--- config.mk ---
export PLATFORM = sky130hd
export DESIGN_NAME = round_sched_ctrl
export DESIGN_NICKNAME = d
export VERILOG_FILES = /design/src/rtl/round_sched_pkg.sv /design/src/rtl/round_sched_ctrl_timer.sv /design/src/rtl/round_sched_ctrl.sv
export SDC_FILE = /design/constraint.sdc
export NUM_CORES = 1
export LEC_CHECK = 0
export CORE_MARGIN = 2
export CORE_UTILIZATION = 47
export DETAILED_ROUTE_END_ITERATION = 7
export GPL_ROUTABILITY_DRIVEN = 0
export PLACE_DENSITY = 0.77
export SETUP_SLACK_MARGIN = 0.5
export SKIP_LAST_GASP = 1
export SYNTH_ARGS = -nofsm -noshare
export SYNTH_HDL_FRONTEND = slang
export SYNTH_HIERARCHICAL = 1
export SYNTH_SLANG_ARGS = --single-unit
--- constraint.sdc ---
create_clock -name clk -period 3.4 [get_ports clk]
set_input_delay 0.68 -clock clk [delete_from_list [all_inputs] [get_ports clk]]
set_output_delay 0.68 -clock clk [all_outputs]
set_load 0.01 [all_outputs]
--- src/rtl/round_sched_pkg.sv ---
// Shared types and helpers for the reaction-match round scheduler.
package round_sched_pkg;

  typedef enum logic [2:0] {
    ST_IDLE,
    ST_LAUNCH,
    ST_WAIT_RES,
    ST_GAP,
    ST_SUMMARY
  } state_e;

  typedef enum logic [1:0] {
    DISP_LIVE = 2'd0,
    DISP_LAST = 2'd1,
    DISP_BEST = 2'd2,
    DISP_AVG  = 2'd3
  } disp_e;

  localparam logic [31:0] TIME_MAX = '1;

  function automatic int unsigned clog2(input int unsigned v);
    int unsigned r;
    r = 0;
    for (int unsigned i = 0; i < 32; i++) begin
      if ((64'd1 << i) < 64'(v)) r = i + 1;
    end
    return r;
  endfunction

endpackage

--- src/rtl/round_sched_ctrl_timer.sv ---
// Loadable down-counter shared by the result timeout and the inter-round gap.
module cycle_timer #(
  parameter int unsigned W = 8
) (
  input  logic         clk_i,
  input  logic         rst_i,
  input  logic         load_i,
  input  logic [W-1:0] load_val_i,
  input  logic         dec_i,
  output logic         zero_o
);

  logic [W-1:0] cnt_q;

  always_ff @(posedge clk_i) begin
    if (rst_i) begin
      cnt_q <= '0;
    end else if (load_i) begin
      cnt_q <= load_val_i;
    end else if (dec_i && (cnt_q != '0)) begin
      cnt_q <= cnt_q - W'(1);
    end
  end

  assign zero_o = (cnt_q == '0);

endmodule

--- src/rtl/round_sched_ctrl.sv ---
// Best-of-ROUNDS reaction match sequencer: launches rounds, records times, publishes summary.
// Optional feature: define AVERAGE_EN to keep a running sum and publish the mean time.
module round_sched_ctrl
  import round_sched_pkg::*;
#(
  parameter int unsigned ROUNDS      = 4,
  parameter int unsigned TIME_W      = 20,
  parameter int unsigned GAP_CYC     = 50_000_000,
  parameter int unsigned TIMEOUT_CYC = 250_000_000
) (
  input  logic              clk,
  input  logic              rst,
  input  logic              start,
  input  logic              abort,
  input  logic              round_done,
  input  logic              false_start,
  input  logic [TIME_W-1:0] round_time,
  output logic              round_start,
  output logic              busy,
  output logic              done,
  output logic [3:0]        round_idx,
  output logic [TIME_W-1:0] last_time,
  output logic [TIME_W-1:0] best_time,
  output logic [TIME_W-1:0] avg_time,
  output logic [1:0]        disp_sel
);

  localparam int unsigned LOG2R   = clog2(ROUNDS);
  localparam int unsigned MAX_CYC = (GAP_CYC > TIMEOUT_CYC) ? GAP_CYC : TIMEOUT_CYC;
  localparam int unsigned CNT_W   = (clog2(MAX_CYC) < 1) ? 1 : clog2(MAX_CYC);
  localparam logic [TIME_W-1:0] T_MAX    = TIME_MAX[TIME_W-1:0];
  localparam logic [3:0]        LAST_IDX = 4'(ROUNDS - 1);
  localparam logic [CNT_W-1:0]  GAP_LD   = CNT_W'(GAP_CYC - 1);
  localparam logic [CNT_W-1:0]  TO_LD    = CNT_W'(TIMEOUT_CYC - 1);

  state_e            state_q, state_d;
  disp_e             disp_q, disp_d;
  logic [3:0]        idx_q, idx_d;
  logic [TIME_W-1:0] last_q, last_d, best_q, best_d;
  logic              done_q, done_d, busy_q, busy_d, rs_q, rs_d;

  logic              tmr_load, tmr_dec, tmr_zero;
  logic [CNT_W-1:0]  tmr_ld_val;
  logic              rec, to_summary, start_match;
  logic [TIME_W-1:0] rec_val;

  assign start_match = (state_q == ST_IDLE) && start && !abort;

  cycle_timer #(.W(CNT_W)) u_timer (
    .clk_i      (clk),
    .rst_i      (rst),
    .load_i     (tmr_load),
    .load_val_i (tmr_ld_val),
    .dec_i      (tmr_dec),
    .zero_o     (tmr_zero)
  );

  always_comb begin
    state_d    = state_q;
    disp_d     = disp_q;
    idx_d      = idx_q;
    last_d     = last_q;
    best_d     = best_q;
    done_d     = done_q;
    tmr_load   = 1'b0;
    tmr_ld_val = '0;
    tmr_dec    = 1'b0;
    rec        = 1'b0;
    rec_val    = '0;
    to_summary = 1'b0;

    case (state_q)
      ST_IDLE: begin
        if (start_match) begin
          state_d = ST_LAUNCH;
          idx_d   = '0;
          best_d  = T_MAX;
          done_d  = 1'b0;
        end
      end
      ST_LAUNCH: begin
        tmr_load   = 1'b1;
        tmr_ld_val = TO_LD;
        state_d    = ST_WAIT_RES;
      end
      ST_WAIT_RES: begin
        if (round_done) begin
          rec     = 1'b1;
          rec_val = round_time;
        end else if (false_start || tmr_zero) begin
          rec     = 1'b1;
          rec_val = T_MAX;
        end else begin
          tmr_dec = 1'b1;
        end
        if (rec) begin
          last_d = rec_val;
          best_d = (rec_val < best_q) ? rec_val : best_q;
          if (idx_q == LAST_IDX) begin
            to_summary = 1'b1;
            state_d    = ST_SUMMARY;
          end else begin
            tmr_load   = 1'b1;
            tmr_ld_val = GAP_LD;
            state_d    = ST_GAP;
          end
        end
      end
      ST_GAP: begin
        if (tmr_zero) begin
          idx_d   = idx_q + 4'd1;
          state_d = ST_LAUNCH;
        end else begin
          tmr_dec = 1'b1;
        end
      end
      ST_SUMMARY: begin
        if (abort) begin
          state_d = ST_IDLE;
        end else if (start) begin
`ifdef AVERAGE_EN
          case (disp_q)
            DISP_LAST: disp_d = DISP_BEST;
            DISP_BEST: disp_d = DISP_AVG;
            default:   disp_d = DISP_LAST;
          endcase
`else
          disp_d = (disp_q == DISP_LAST) ? DISP_BEST : DISP_LAST;
`endif
        end
      end
      default: state_d = ST_IDLE;
    endcase

    if (to_summary) begin
      done_d = 1'b1;
      disp_d = DISP_LAST;
    end

    // Abort in an active state discards this cycle's work but keeps recorded values.
    if (abort && (state_q inside {ST_LAUNCH, ST_WAIT_RES, ST_GAP})) begin
      state_d    = ST_IDLE;
      idx_d      = idx_q;
      last_d     = last_q;
      best_d     = best_q;
      done_d     = 1'b0;
      disp_d     = DISP_LIVE;
      tmr_load   = 1'b0;
      tmr_dec    = 1'b0;
      rec        = 1'b0;
      to_summary = 1'b0;
    end

    busy_d = state_d inside {ST_LAUNCH, ST_WAIT_RES, ST_GAP};
    rs_d   = (state_d == ST_LAUNCH);
    if (state_d inside {ST_LAUNCH, ST_WAIT_RES}) disp_d = DISP_LIVE;
    else if (state_d == ST_GAP)                  disp_d = DISP_LAST;
  end

  always_ff @(posedge clk) begin
    if (rst) begin
      state_q <= ST_IDLE;
      disp_q  <= DISP_LIVE;
      idx_q   <= '0;
      last_q  <= '0;
      best_q  <= T_MAX;
      done_q  <= 1'b0;
      busy_q  <= 1'b0;
      rs_q    <= 1'b0;
    end else begin
      state_q <= state_d;
      disp_q  <= disp_d;
      idx_q   <= idx_d;
      last_q  <= last_d;
      best_q  <= best_d;
      done_q  <= done_d;
      busy_q  <= busy_d;
      rs_q    <= rs_d;
    end
  end

`ifdef AVERAGE_EN
  localparam int unsigned SUM_W = TIME_W + LOG2R;

  logic [SUM_W-1:0]  sum_q, sum_d;
  logic [TIME_W-1:0] avg_q, avg_d;

  always_comb begin
    sum_d = sum_q;
    avg_d = avg_q;
    if (start_match) sum_d = '0;
    else if (rec)    sum_d = sum_q + SUM_W'(rec_val);
    // The final round's value is folded in on the same edge the summary is published.
    if (to_summary)  avg_d = sum_d[SUM_W-1:LOG2R];
  end

  always_ff @(posedge clk) begin
    if (rst) begin
      sum_q <= '0;
      avg_q <= '0;
    end else begin
      sum_q <= sum_d;
      avg_q <= avg_d;
    end
  end

  assign avg_time = avg_q;
`else
  assign avg_time = '0;
`endif

  assign round_start = rs_q;
  assign busy        = busy_q;
  assign done        = done_q;
  assign round_idx   = idx_q;
  assign last_time   = last_q;
  assign best_time   = best_q;
  assign disp_sel    = disp_q;

endmodule
* Word level (Yosys, flattened, before mapping) *
Cells that the tools add are included.

word-level totals
  output and inout port bits = 69
  logic and storage cells = 104
  register bits = 80
  input port bits = 26

cells by class
  add/subtract/negate cells = 2
  multiplexer cells = 47
  bitwise gates (word level) = 2
  equality and inequality tests = 14
  reduce and logical (&&, ||, !) cells = 28
  order comparisons = 1

operator list
  operator               number
  $mux 20                6
  $mux 28                2
  $pmux 28 s2            1
  $mux 26                2
  $pmux 20 s2            1
  $logic_not 28->1       1
  $reduce_bool 28->1     1
  $sub 28x1->28 const B  1
  $mux 1                 22
  $lt 20x20->1           1
  $mux 3                 6
  $pmux 3 s5             1
  $eq 3x2->1 const B     4
  $reduce_bool 2->1      6
  $reduce_and 3->1       3
  $mux 4                 2
  $pmux 4 s2             1
  $reduce_bool 4->1      2
  $eq 3x1->1 const B     2
  $ne 2x2->1 const B     3
  $reduce_bool 3->1      2
  $reduce_and 5->1       1
  $reduce_or 5->1        1
  $add 4x1->4 const B    1
  other kinds (15)       21

* Longest topological paths before layout *
Gate-level depths: netlist of the first run.

  depth in word-level cells = 11
  gate-level depth with buffers = 18
  gate-level depth less buffers = 14

* Modules after synthesis *
The synthesis of the first run kept the hierarchy.

by module, submodules not included
  module            sequential area each (um^2)  times used  area an instance (um^2)  cells each
  round_sched_ctrl  1041.0                       1           2951.6                   388
  cycle_timer       560.5                        1           1747.9                   214

* Least setup slack after synthesis of the first run *
Ideal clock, no wire load.

  kind = reg2reg
  start = reg u_timer.cnt_q[0]
  end = reg best_q[0], in the netlist best_time[0]
  data required time = 3.280 ns
  library setup time = 0.120 ns
  clock period less this slack = 3.716 ns
  stages on the path, launching flop included = 19
  path slack = -0.316 ns
  arrival time = 3.597 ns
  buffers on the path = 4
  cells stage by stage = dfxtp_1 -> inv_1 -> ha_1 -> nor3b_1 -> and3_1 -> clkbuf_1 -> and3_1 -> nor3_1 -> clkbuf_1 -> buf_1 -> a21oi_1 -> ha_1 -> nor2b_1 -> a311oi_2 -> nor4_1 -> o31ai_1 -> nand3_1 -> buf_6 -> mux2i_1

on the way
  longest elaborated chain between the ends = 8
  elaborated cells between the ends (all ways) = 15
  classes of those cells = order compare (1); eq/ne (2); mux (9); reduce/logical (3)

ends and longest elaborated chain
  element                                                                  RTL line                      text
  from (decl)                                                              round_sched_ctrl_timer.sv:13  logic [W-1:0] cnt_q;
  from (signal assigned)                                                   round_sched_ctrl_timer.sv:19  cnt_q <= load_val_i;
  from (signal assigned)                                                   round_sched_ctrl_timer.sv:21  cnt_q <= cnt_q - W'(1);
  $logic_not 28->1 (*)                                                     round_sched_ctrl_timer.sv:25  assign zero_o = (cnt_q == '0);
  net tmr_zero                                                             round_sched_ctrl.sv:42        logic tmr_load, tmr_dec, tmr_zero;
  $logic_or 1x1->1 (*)                                                     round_sched_ctrl.sv:90        end else if (false_start || tmr_zero) begin
  $mux 20                                                                  round_sched_ctrl.sv:90
  $mux 20                                                                  round_sched_ctrl.sv:87        if (round_done) begin
  $mux 20                                                                  round_sched_ctrl.sv:72        case (state_q)
  $lt 20x20->1 / $mux 20 (equally long branches)                           round_sched_ctrl.sv:98        best_d = (rec_val < best_q) ? rec_val : best_q;
  $ne 2x2->1 (no source line) / $mux 20 (equally long branches)            n/a
  $reduce_and 5->1 (no source line) / $pmux 20 s2 (equally long branches)  n/a
  to (signal assigned)                                                     round_sched_ctrl.sv:175       best_q <= best_d;
  to (decl)                                                                round_sched_ctrl.sv:39        logic [TIME_W-1:0] last_q, last_d, best_q, best_d;

The timed path passes the listed nets; every way through them passes the cells marked *. The select of a mux whose other input is x is not followed.
A chain may end at the register's enable or synchronous reset.

* Worst setup path in the final report of the first run *
  start = reg u_timer.cnt_q[17]
  end = reg best_q[7], in the netlist best_time[7]

The elaborated chain is that of the path after synthesis.

==> load_flow_metrics.sql, run 1 <==
INSERT INTO impl_metrics (metric_group, metric, value, unit) VALUES
('floorplan', 'initial_utilization', '48.3', '%'),
('timing', 'period_minus_slack', '3.18', 'ns'),
('worst_setup_path', 'crit_path_max_fanout', '8', ''),
('synth', 'synth-adder-area-share', '5.86', '%'),
('worst_hold_path', 'hold_path_end', 'last_time[6]', ''),
('pwr', 'clock_power_share', '18.8', '%'),
('drt', 'finalWirelength', '16.1', 'mm'),
('worst_setup_path', 'worstSetupEndpointType', 'flip-flop', ''),
('pwr', 'cellPowerDensity', '534', 'mW/mm^2'),
('run', 'drv_cap', '0', ''),
('timing', 'hold_slack', '0.463', 'ns'),
('synth', 'synth-seq-cells', '80', ''),
('worst_setup_path', 'r2r_cells', '14', ''),
('finish', 'signed_area_change_from_the_synthesized_netlist_to_the_final_layout', '44.9', '%'),
('worst_setup_path', 'required_time_of_the_worst_setup_path', '3.69', 'ns'),
('worst_hold_path', 'timing.hold.worst_path_depth', '2', ''),
('worst_hold_path', 'min-delay-path-class', 'flip-flop to flip-flop', ''),
('worst_hold_path', 'hold_path.startpoint', 'last_time[6]', ''),
('drt', 'vias', '5164', ''),
('pwr', 'sequentialPowerShare', '32.7', '%'),
('synth', 'synthesis.instances', '602', ''),
('timing', 'tns', '0', 'ns'),
('grt', 'globalRouteTotalUtil', '25.0', '%'),
('timing', 'drv_slew', '0', ''),
('synth', 'share_of_the_synthesized_area_in_compound_gates_ao_oa_aoi_oai', '17.5', '%'),
('worst_setup_path', 'ff2ff_setup_slack', '0.22', 'ns'),
('placement', 'buffer_ports.inserted', '74', ''),
('timing', 'timing.clock.skew', '0.0107', 'ns'),
('grt', 'grt_pass1_vias', '4687', ''),
('timing', 'finalSetupViolations', '0', ''),
('timing', 'max_freq', '315', 'MHz'),
('grt', 'pin_count_of_the_biggest_net_entering_global_routing', '49', ''),
('clock_tree', 'tritoncts_num_sinks', '80', ''),
('floorplan', 'dieHeight', '104', 'um'),
('synth', 'synthesis.area', '0.00470', 'mm^2'),
('finish', 'diodes', '0', ''),
('finish', 'layout.filler_cells', '678', ''),
('synth', 'syn_avg_cell_area', '7.81', 'um^2'),
('status', 'run_status', 'finished, final reports clean', ''),
('clock_tree', 'cts-root-buf', 'clkbuf_8', ''),
('finish', 'design_area', '0.00681', 'mm^2'),
('floorplan', 'io_pins', '95', ''),
('worst_setup_path', 'r2r_end', 'best_time[7]', ''),
('floorplan', 'core-area', '0.00973', 'mm^2'),
('grt', 'grt_pass1_wl', '22.4', 'mm'),
('pwr', 'internal-power', '2120', 'uW'),
('pwr', 'combinationalPowerShare', '48.5', '%'),
('synth', 'seq_area_frac_synth', '34.1', '%'),
('timing', 'worstMarginPinSlew', '0.769', 'ns'),
('clock_tree', 'ctsHoldBuffers', '0', ''),
('finish', 'drive_gt1_share', '23.4', '%'),
('timing', 'slew_headroom', '48.8', '%'),
('clock_tree', 'htree_levels', '3', ''),
('grt', 'global_route.overflow_total', '0', ''),
('drt', 'detail_route.drc_violations', '0', ''),
('clock_tree', 'cts_tree', 'yes', ''),
('floorplan', 'num_rows', '36', ''),
('worst_setup_path', 'crit_path_launch_type', 'flip-flop', ''),
('synth', 'synth_mux_area_share', '5.14', '%'),
('pwr', 'swShare', '41.6', '%'),
('floorplan', 'die_width', '104', 'um'),
('synth', 'synth_ff_type', 'dfxtp_1', ''),
('placement', 'hpwl_reported_at_the_end_of_detailed_placement', '8.69', 'mm'),
('clock_tree', 'clock_insertion_delay_worst_skew', '0.37', 'ns'),
('drt', 'drtIter0Drc', '461', ''),
('timing', 'setup_ws', '0.222', 'ns'),
('floorplan', 'die-area', '0.0108', 'mm^2'),
('synth', 'synth_enable_flop_cells', '0', ''),
('pwr', 'p_sw', '1510', 'uW'),
('worst_setup_path', 'worstReg2RegStart', 'u_timer/cnt_q[17]', ''),
('drt', 'dr.pass1.iters', '5', '');
==> state kept, by name, summed over array words and instances, names as in the netlist <==
| signal | count |
|---|---|
| u_timer/cnt_q | 28 |
| best_time | 20 |
| last_time | 20 |
| round_idx | 4 |
| state_q | 3 |
| disp_sel | 2 |
| busy | 1 |
| done | 1 |
| round_start | 1 |
==> logic make-up after synthesis <==
family / after synthesis
other: 1
AOI/OAI and AO/OA: 126
buffers and inverters: 97
muxes: 24
DFF: 80
and+or+nand+nor: 245
xor gates and xnor gates: 7
adders and majority gates: 22
==> power by group through the flow <==
| stage | clock [uW] | combinational, uW | sequential, uW |
|---|---|---|---|
| 2_1_floorplan | 0 | 880 | 1170 |
| 3_3_place_gp | 0 | 1250 | 1180 |
| 3_5_place_dp | 0 | 1280 | 1190 |
| 4_1_cts | 678 | 1440 | 1170 |
| 5_1_grt | 719 | 1880 | 1200 |
| 6_report | 684 | 1760 | 1190 |
==> cell type report <==
cell class / count / area [um^2] / share of cell area, %
multi-input combinational: 452 / 3300 / 48.5
sequential: 80 / 1610 / 23.7
timing repair buffer: 140 / 1380 / 20.2
inverter: 44 / 175 / 2.57
tap: 133 / 166 / 2.44
clock buffer: 9 / 124 / 1.82
clock inverter: 7 / 53.8 / 0.790
==> synthesized netlist by cell type (12+ instances only) <==
cell type,count,share of area [%]
buf_4,20,3.2
clkbuf_1,27,2.2
ha_1,22,5.9
nand2_1,55,4.4
nor2_1,94,7.5
dfxtp_1,80,34
inv_1,44,3.5
or3_1,12,1.6
a311oi_1,16,3.0
o21ai_0,17,1.8
a21oi_1,50,5.3
mux2i_1,23,4.9
==> placed cells by master, fill, tap and decap left out, drive strengths merged, types with 12 or more instances in the layout <==
cell type	Yosys	routed
nor4	12	12
clkdlybuf4s50	0	73
conb	1	27
inv	44	45
buf	26	65
mux2i	23	23
nor2	94	94
dfxtp	80	80
ha	22	22
nand2	55	55
o21ai	17	17
or3	13	13
a21oi	50	50
a311oi	17	17
==> what timing repair did <==
item                       in CTS  in global routing
setup buffers                  21                  9
gates resized for setup        43                 68
pin swaps                      24                 29
setup endpoints to repair      46                 47
gates cloned                    2                  5
==> stage by stage <==
stage,cells,utilization [%]
6_report,865,70.0
3_3_place_gp,812,59.0
2_1_floorplan,628,-
5_1_grt,865,70.0
4_1_cts,851,64.7
3_5_place_dp,812,59.0
==> routing by layer <==
| layer | up-vias | global-route usage [%] | share of wire [%] |
|---|---|---|---|
| met1 | 2450 | 30.5 | 38 |
| met2 | 321 | 41.8 | 50 |
| met4 | 0 | 12.5 | 3.2 |
| met5 | - | 0 | 0 |
| met3 | 61 | 5.08 | 8.5 |
| li1 | 2332 | - | - |
==> how the worst max path moves through the flow <==
stage               endpoint  slack, ns  depth (start not counted)               from
2_1_floorplan   best_time[0]       0.25                         16   u_timer/cnt_q[7]
3_3_place_gp   best_time[11]       0.06                         11         round_done
3_5_place_dp   best_time[17]       0.02                         12         round_done
4_1_cts        best_time[17]       0.32                         16   u_timer/cnt_q[0]
5_1_grt         best_time[7]       0.12                         14  u_timer/cnt_q[17]
6_report        best_time[7]       0.22                         14  u_timer/cnt_q[17]
==> worst max-delay path, stage by stage (launching register included) <==
cell,delay [ns]
dfxtp_1,0.37
nor4_2,0.32
and4_1,0.29
and3_4,0.23
nor3_4,0.06
buf_6,0.15
a21oi_4,0.14
ha_4,0.22
buf_4,0.13
a311oi_4,0.26
nor4_4,0.06
o31ai_2,0.28
nand3_2,0.20
buf_8,0.21
mux2i_1,0.18
(Power assumes the default switching activity.)
==> run 2: changes to the inputs <==
Settings changed: CORE_ASPECT_RATIO set to 2.
==> run 2 against run 1 <==
Effect of this change:
- combinational power decreased by 10%
- cell area down 3.6%
- core utilization fell by 2.8 points
- largest cell class unchanged
- critical path type unchanged
- via count shrank 5.1%
==> load_flow_metrics.sql, run 2 (synthesized netlist as in run 1, its figures left out) <==
INSERT INTO impl_metrics (metric_group, metric, value, unit) VALUES
('finish', 'final_nets', '768', ''),
('worst_setup_path', 'cp.arrival', '3.57', 'ns'),
('clock_tree', 'cts_inserted_buffers', '9', ''),
('worst_setup_path', 'type_of_the_setup_path_with_the_least_slack', 'flip-flop to flip-flop', ''),
('worst_setup_path', 'r2r_end', 'best_time[6]', ''),
('drt', 'detail_route.vias_per_cell', '5.72', ''),
('clock_tree', 'cts-root-buf', 'clkbuf_16', ''),
('clock_tree', 'cts_tree', 'yes', ''),
('grt', 'grt_pass1_wl', '22.8', 'mm'),
('drt', 'dr.pass1.iters', '5', ''),
('run', 'drv_cap', '0', ''),
('pwr', 'cellPowerDensity', '582', 'mW/mm^2'),
('finish', 'signed_area_change_from_the_synthesized_netlist_to_the_final_layout', '39.7', '%'),
('clock_tree', 'clkTransAtPathRegs', '0.07', 'ns'),
('worst_setup_path', 'crit_path_launch_type', 'flip-flop', ''),
('worst_setup_path', 'crit_path_max_incr_delay', '0.38', 'ns'),
('clock_tree', 'htree_levels', '3', ''),
('placement', 'buffer_ports.inserted', '74', ''),
('worst_setup_path', 'worstPathBufferInverterCount', '3', ''),
('floorplan', 'dieHeight', '145', 'um'),
('finish', 'layout.cells.most_common', 'nor2_1', ''),
('timing', 'drv_slew', '0', ''),
('floorplan', 'die_width', '74.7', 'um'),
('timing', 'report.final.hold_viol_count', '0', ''),
('drt', 'detail_route.drc_violations', '0', ''),
('finish', 'layout_common_cells', 'nor2_1, dfxtp_1, clkdlybuf4s50_1', ''),
('finish', 'regMostFlops', 'u_timer/cnt_q', ''),
('grt', 'globalRouteTotalUtil', '26.7', '%'),
('worst_hold_path', 'timing.hold.worst_path_depth', '2', ''),
('grt', 'global_route.overflow_total', '0', ''),
('status', 'run_status', 'finished, final reports clean', ''),
('timing', 'period_minus_slack', '3.34', 'ns'),
('clock_tree', 'tritoncts_num_sinks', '80', ''),
('drt', 'finalWirelength', '14.7', 'mm'),
('finish', 'largest_register_ffs', '28', ''),
('worst_setup_path', 'crit_path_max_fanout', '7', ''),
('worst_setup_path', 'ff2ff_setup_slack', '0.06', 'ns'),
('drt', 'vias', '4900', ''),
('timing', 'grt_setup_unrepaired', 'yes', ''),
('timing', 'hold_slack', '0.452', 'ns'),
('worst_setup_path', 'critPathCapture', 'best_time[6]', ''),
('drt', 'route.antenna.remaining_nets', '0', ''),
('finish', 'diodes', '0', ''),
('grt', 'antenna_found_initial', '0', ''),
('pwr', 'leakage', '0.00280', 'uW'),
('floorplan', 'initial_utilization', '48.1', '%'),
('floorplan', 'num_rows', '51', ''),
('timing', 'slew_headroom', '47.6', '%'),
('pwr', 'total_power', '3820', 'uW'),
('drt', 'detail_route.wl_per_cell', '17.2', 'um'),
('worst_setup_path', 'worstReg2RegStart', 'u_timer/cnt_q[15]', ''),
('worst_setup_path', 'worstSetupEndpointType', 'flip-flop', ''),
('worst_setup_path', 'critical-path-top-cell-by-count', 'buf_12', ''),
('placement', 'hpwl_reported_at_the_end_of_detailed_placement', '9.85', 'mm'),
('pwr', 'worst_ir_drop_on_vdd', '0.000345', 'V'),
('floorplan', 'core-area', '0.00976', 'mm^2'),
('drt', 'drtIter0Drc', '316', ''),
('timing', 'timing.clock.skew', '0.00829', 'ns'),
('timing', 'worstMarginPinSlew', '0.786', 'ns'),
('worst_setup_path', 'startpoint', 'u_timer/cnt_q[15]', ''),
('clock_tree', 'cts_max_path_buffers', '2', ''),
('timing', 'max_freq', '299', 'MHz'),
('worst_setup_path', 'critical_path_cell_count', '15', ''),
('worst_setup_path', 'timing.critical_path.slowest_stage_cell', 'dfxtp_1', ''),
('worst_setup_path', 'crit_path_cell_trace', 'nor4_2, and4_1, and3_4, nor3_4, buf_12, buf_12, a21oi_4, ha_4, a21oi_1, o221a_2, nor2_2, o31ai_2, nand3_2, buf_6, mux2i_1', ''),
('worst_setup_path', 'r2r_cells', '15', ''),
('grt', 'grt_pass1_vias', '4879', ''),
('grt', 'pin_count_of_the_biggest_net_entering_global_routing', '77', ''),
('finish', 'drive_gt1_share', '18.5', '%'),
('timing', 'finalSetupViolations', '0', ''),
('clock_tree', 'clock_insertion_delay_worst_skew', '0.35', 'ns'),
('worst_hold_path', 'min-delay-path-class', 'flip-flop to flip-flop', ''),
('timing', 'layout_worst_path_cycle_share', '98.3', '%'),
('floorplan', 'die-area', '0.0109', 'mm^2'),
('floorplan', 'io_pins', '95', ''),
('worst_setup_path', 'required_time_of_the_worst_setup_path', '3.63', 'ns'),
('worst_setup_path', 'cpLargestDelayFamily', 'simple AND/OR/NAND/NOR gates', '');
[run 2: worst min-delay path by stage]
| stage | from | endpoint | slack, ns |
|---|---|---|---|
| floorplan | u_timer/cnt_q[27] | u_timer/cnt_q[27] | 0.47 |
| global placement | last_time[10] | last_time[10] | 0.44 |
| detailed placement | last_time[13] | last_time[13] | 0.45 |
| CTS | last_time[13] | last_time[13] | 0.46 |
| global route | last_time[10] | last_time[10] | 0.48 |
| finish | last_time[11] | last_time[11] | 0.45 |
[run 2: metal layers]
metal  up-vias  share of wire, %  GRT usage [%]
li1       2313                 -              -
met1      2311                34           26.1
met2       202                56           47.9
met3        74               4.4           4.78
met4         0               5.7           18.1
met5         -                 0              0
[run 2: worst min-delay path, stage by stage (launching register included)]
cell     delay (ns)
dfxtp_1        0.31
nand2_1        0.05
a21oi_1        0.05
[run 2: area by class of cell]
class                      count  area, um^2
clock inverter                 6        92.6
tap                          132         165
sequential                    80        1610
clock buffer                  10         229
inverter                      44         165
fill                         773        3200
timing repair buffer         134        1290
multi-input combinational    451        3010
[run 2: repair_timing]
action	4_1_cts	5_1_grt
gates resized for setup	40	13
setup buffers	14	4
setup endpoints to repair	48	47
cloned	3	1
pin swaps	16	6
hold buffers	0	0
[run 2: power by group]
group	internal, uW	switching [uW]	leakage, uW
registers	1050	123	0.000653
clock network	647	419	0.000149
logic	717	867	0.00199
total	2410	1410	0.00280
[run 2: per-stage QoR]
step,utilization (%),instances,area (um^2),setup slack (ns),TNS [ns]
finish,67.2,857,6570,0.0564,0
global route,67.2,857,6570,-0.103,-1.38
CTS,66.1,852,6450,0.0939,0
detailed placement,59.5,819,5810,-0.0176,-0.0754
global placement,59.5,819,5810,-0.00743,-0.0973
floorplan,-,628,4890,0.246,0
==> run 3: changes to the inputs <==
Settings changed: ABC_AREA set to 1, CORE_UTILIZATION 47 to 48, RECOVER_POWER set to 25.
==> run 3 against run 2 <==
Effect of this change:
- first-iteration DRC count increased by 44%
- highest routed layer unchanged
- total power increased by 52%
- count of clock-buffer cells in the layout unchanged
- global-route usage increased by 1.6 points
- largest power group unchanged
- flip-flop and latch count stayed put
- sequential power grew 10%
- synthesized cell count grew 41%
- core utilization grew 0.067 points
- register-to-register slack improved by 0.22 ns
- critical path depth up 9
==> load_flow_metrics.sql, run 3 <==
INSERT INTO impl_metrics (metric_group, metric, value, unit) VALUES
('grt', 'grt_pass1_vias', '5649', ''),
('finish', 'layout.filler_cells', '909', ''),
('grt', 'pin_count_of_the_biggest_net_entering_global_routing', '38', ''),
('timing', 'hold_slack', '0.443', 'ns'),
('finish', 'layout.cells.most_common', 'nand2_1', ''),
('status', 'run_status', 'finished, final reports clean', ''),
('synth', 'ys_async_sr_fraction', '0', '%'),
('timing', 'worstMarginPinSlew', '0.545', 'ns'),
('synth', 'synth-seq-cells', '80', ''),
('floorplan', 'die-area', '0.0120', 'mm^2'),
('placement', 'hpwl_reported_at_the_end_of_detailed_placement', '11.5', 'mm'),
('worst_setup_path', 'r2r_cells', '24', ''),
('synth', 'yosysTopAreaCellShare', '30.1', '%'),
('clock_tree', 'tritoncts_num_sinks', '80', ''),
('floorplan', 'die_width', '78.5', 'um'),
('clock_tree', 'cts-root-buf', 'clkbuf_16', ''),
('worst_setup_path', 'required_time_of_the_worst_setup_path', '3.61', 'ns'),
('pwr', 'cellPowerDensity', '796', 'mW/mm^2'),
('clock_tree', 'clkTransAtPathRegs', '0.06', 'ns'),
('finish', 'largest_register_ffs', '28', ''),
('timing', 'finalSetupViolations', '0', ''),
('drt', 'detail_route.vias_per_cell', '5.38', ''),
('drt', 'drtIter0Drc', '456', ''),
('synth', 'synthesis.instances', '849', ''),
('worst_hold_path', 'min-delay-path-class', 'flip-flop to flip-flop', ''),
('timing', 'grt_setup_unrepaired', 'yes', ''),
('grt', 'antenna_found_initial', '0', ''),
('floorplan', 'io_pins', '95', ''),
('worst_setup_path', 'cp.arrival', '3.34', 'ns'),
('drt', 'detail_route.wl_per_cell', '15.6', 'um'),
('worst_setup_path', 'crit_path_cell_trace', 'inv_2, ha_4, inv_2, nor4_2, nand3_1, nor3_2, buf_4, nor2_4, nand2_4, o21ai_2, inv_1, ha_1, a21oi_1, o21ai_1, nand2_1, nand2_1, a21oi_2, nand2_1, nand2_2, nand4_4, buf_6, buf_12, nand2_2, nand3_1', ''),
('floorplan', 'num_rows', '54', ''),
('synth', 'seq_area_frac_synth', '30.1', '%'),
('timing', 'layout_worst_path_cycle_share', '92.0', '%'),
('worst_setup_path', 'critical-path-top-cell-by-count', 'nand2_1', ''),
('clock_tree', 'cts_max_path_buffers', '2', ''),
('pwr', 'leakage', '0.00359', 'uW'),
('worst_setup_path', 'crit_path_launch_type', 'flip-flop', ''),
('finish', 'diodes', '0', ''),
('drt', 'vias', '6041', ''),
('worst_setup_path', 'critical_path_cell_count', '24', ''),
('clock_tree', 'cts_inserted_buffers', '9', ''),
('worst_setup_path', 'crit_path_max_fanout', '5', ''),
('worst_setup_path', 'crit_path_max_incr_delay', '0.34', 'ns'),
('timing', 'drv_slew', '0', ''),
('timing', 'max_freq', '320', 'MHz'),
('finish', 'signed_area_change_from_the_synthesized_netlist_to_the_final_layout', '37.4', '%'),
('drt', 'route.antenna.remaining_nets', '0', ''),
('clock_tree', 'htree_levels', '3', ''),
('timing', 'slew_headroom', '63.5', '%'),
('synth', 'synthesis.area', '0.00533', 'mm^2'),
('synth', 'yosysMostFrequentCell', 'nand2_1', ''),
('drt', 'dr.pass1.iters', '5', ''),
('worst_setup_path', 'type_of_the_setup_path_with_the_least_slack', 'flip-flop to flip-flop', ''),
('timing', 'tns', '0', 'ns'),
('floorplan', 'core-area', '0.0109', 'mm^2'),
('timing', 'setup_ws', '0.273', 'ns'),
('worst_hold_path', 'timing.hold.worst_path_depth', '2', ''),
('grt', 'globalRouteTotalUtil', '28.3', '%'),
('worst_setup_path', 'worstPathBufferInverterCount', '6', ''),
('worst_setup_path', 'cpLargestDelayFamily', 'simple AND/OR/NAND/NOR gates', ''),
('floorplan', 'dieHeight', '153', 'um'),
('placement', 'buffer_ports.inserted', '74', ''),
('grt', 'grt_pass1_wl', '26.8', 'mm'),
('finish', 'regMostFlops', 'u_timer/cnt_q', ''),
('synth', 'synth_ff_type', 'dfxtp_1', ''),
('drt', 'finalWirelength', '17.5', 'mm'),
('grt', 'global_route.overflow_total', '0', ''),
('synth', 'synth.yosys.warnings', '6', ''),
('synth', 'netlist-cell-type-count', '40', ''),
('floorplan', 'initial_utilization', '49.0', '%'),
('finish', 'layout_common_cells', 'nand2_1, nor2_1, inv_1', ''),
('worst_setup_path', 'worstSetupEndpointType', 'flip-flop', ''),
('synth', 'syn_avg_cell_area', '6.28', 'um^2'),
('synth', 'synth_enable_flop_cells', '0', ''),
('run', 'drv_cap', '0', ''),
('timing', 'timing.clock.skew', '0.00636', 'ns'),
('clock_tree', 'clock_insertion_delay_worst_skew', '0.34', 'ns'),
('worst_setup_path', 'timing.critical_path.slowest_stage_cell', 'dfxtp_2', ''),
('drt', 'detail_route.drc_violations', '0', ''),
('placement', 'dp_slack', '0.119', 'ns'),
('finish', 'final_nets', '1026', ''),
('synth', 'post_synth_main_area_contributors', 'dfxtp_1, nand2_1, nor2_1, inv_1, nand3_1', ''),
('pwr', 'worst_ir_drop_on_vdd', '0.000485', 'V'),
('synth', 'yosysTopAreaCell', 'dfxtp_1', ''),
('timing', 'report.final.hold_viol_count', '0', ''),
('clock_tree', 'cts_tree', 'yes', ''),
('synth', 'ys_top_cells_by_count', 'nand2_1, nor2_1, inv_1', ''),
('finish', 'drive_gt1_share', '22.0', '%'),
('timing', 'period_minus_slack', '3.13', 'ns');
-- run 3: cell count changes after synthesis, sizes merged, moves of 10 or more --
cell	before	now
inv	44	113
a311oi	17	0
nor2	94	118
o21ai	17	59
nand3	7	77
mux2i	23	0
nand2	55	232
or3	13	0
nor4	12	2
-- run 3: layout make-up --
class	instances	area, um^2	share of cell area (%)
flip-flops and latches	80	1620	22.1
clock inverters	5	56.3	0.769
inverters	116	438	5.98
well taps	140	175	2.39
clock buffers	10	239	3.26
multi-input cells	628	3400	46.5
repair buffers	143	1390	19.0
-- run 3: worst paths after layout --
kind / start / to / slack [ns]
setup / recovery: u_timer/cnt_q[0] / best_time[3] / 0.27
hold / removal: last_time[15] / last_time[15] / 0.44
setup reg to reg: u_timer/cnt_q[0] / best_time[3] / 0.27
hold reg to reg: last_time[15] / last_time[15] / 0.44
-- run 3: kinds of logic after synthesis --
| logic type | count (synthesis) | share of synthesized area, % |
|---|---|---|
| XOR/XNOR | 11 | 1.81 |
| other | 1 | 0.0704 |
| buffers and inverters | 168 | 14.2 |
| adder cells (fa/ha/maj) | 22 | 5.17 |
| AO/OA/AOI/OAI | 111 | 11.5 |
| flip-flops | 80 | 30.1 |
| AND/OR/NAND/NOR | 456 | 37.1 |
-- run 3: worst min-delay path: stages, from the launching register on --
cell and delay (ns):
dfxtp_1 0.30, inv_1 0.04, a21oi_1 0.05
-- run 3: what timing repair did --
item	in CTS	in global routing
resized for setup	73	66
endpoints found under the setup margin	39	47
gates cloned	4	1
hold buffers	0	0
pin swaps	10	16
buffers inserted	27	9
-- run 3: per-stage QoR --
step / cells / area (um^2) / utilization [%] / total power (uW)
final: 1122 / 7320 / 67.3 / 5830
after global routing: 1122 / 7320 / 67.3 / 6240
after CTS: 1112 / 7010 / 64.5 / 5530
after detailed placement: 1066 / 6260 / 57.6 / 4140
after global placement: 1066 / 6260 / 57.6 / 4110
after floorplan: 874 / 5430 / - / 3250
-- run 3: per-layer routing --
metal / share of wire, % / track usage [%] / vias up
met4: 7.3 / 19.8 / 0
met1: 33 / 26.6 / 2792
met5: 0 / 0 / -
met2: 55 / 53.7 / 262
li1: - / - / 2898
met3: 5.3 / 3.90 / 89
-- run 3: report_power, final --
group / internal, uW / leakage, uW / switching (uW)
Sequential: 1110 / 0.000659 / 180
Combinational: 1450 / 0.00279 / 2100
Clock: 585 / 0.000145 / 393
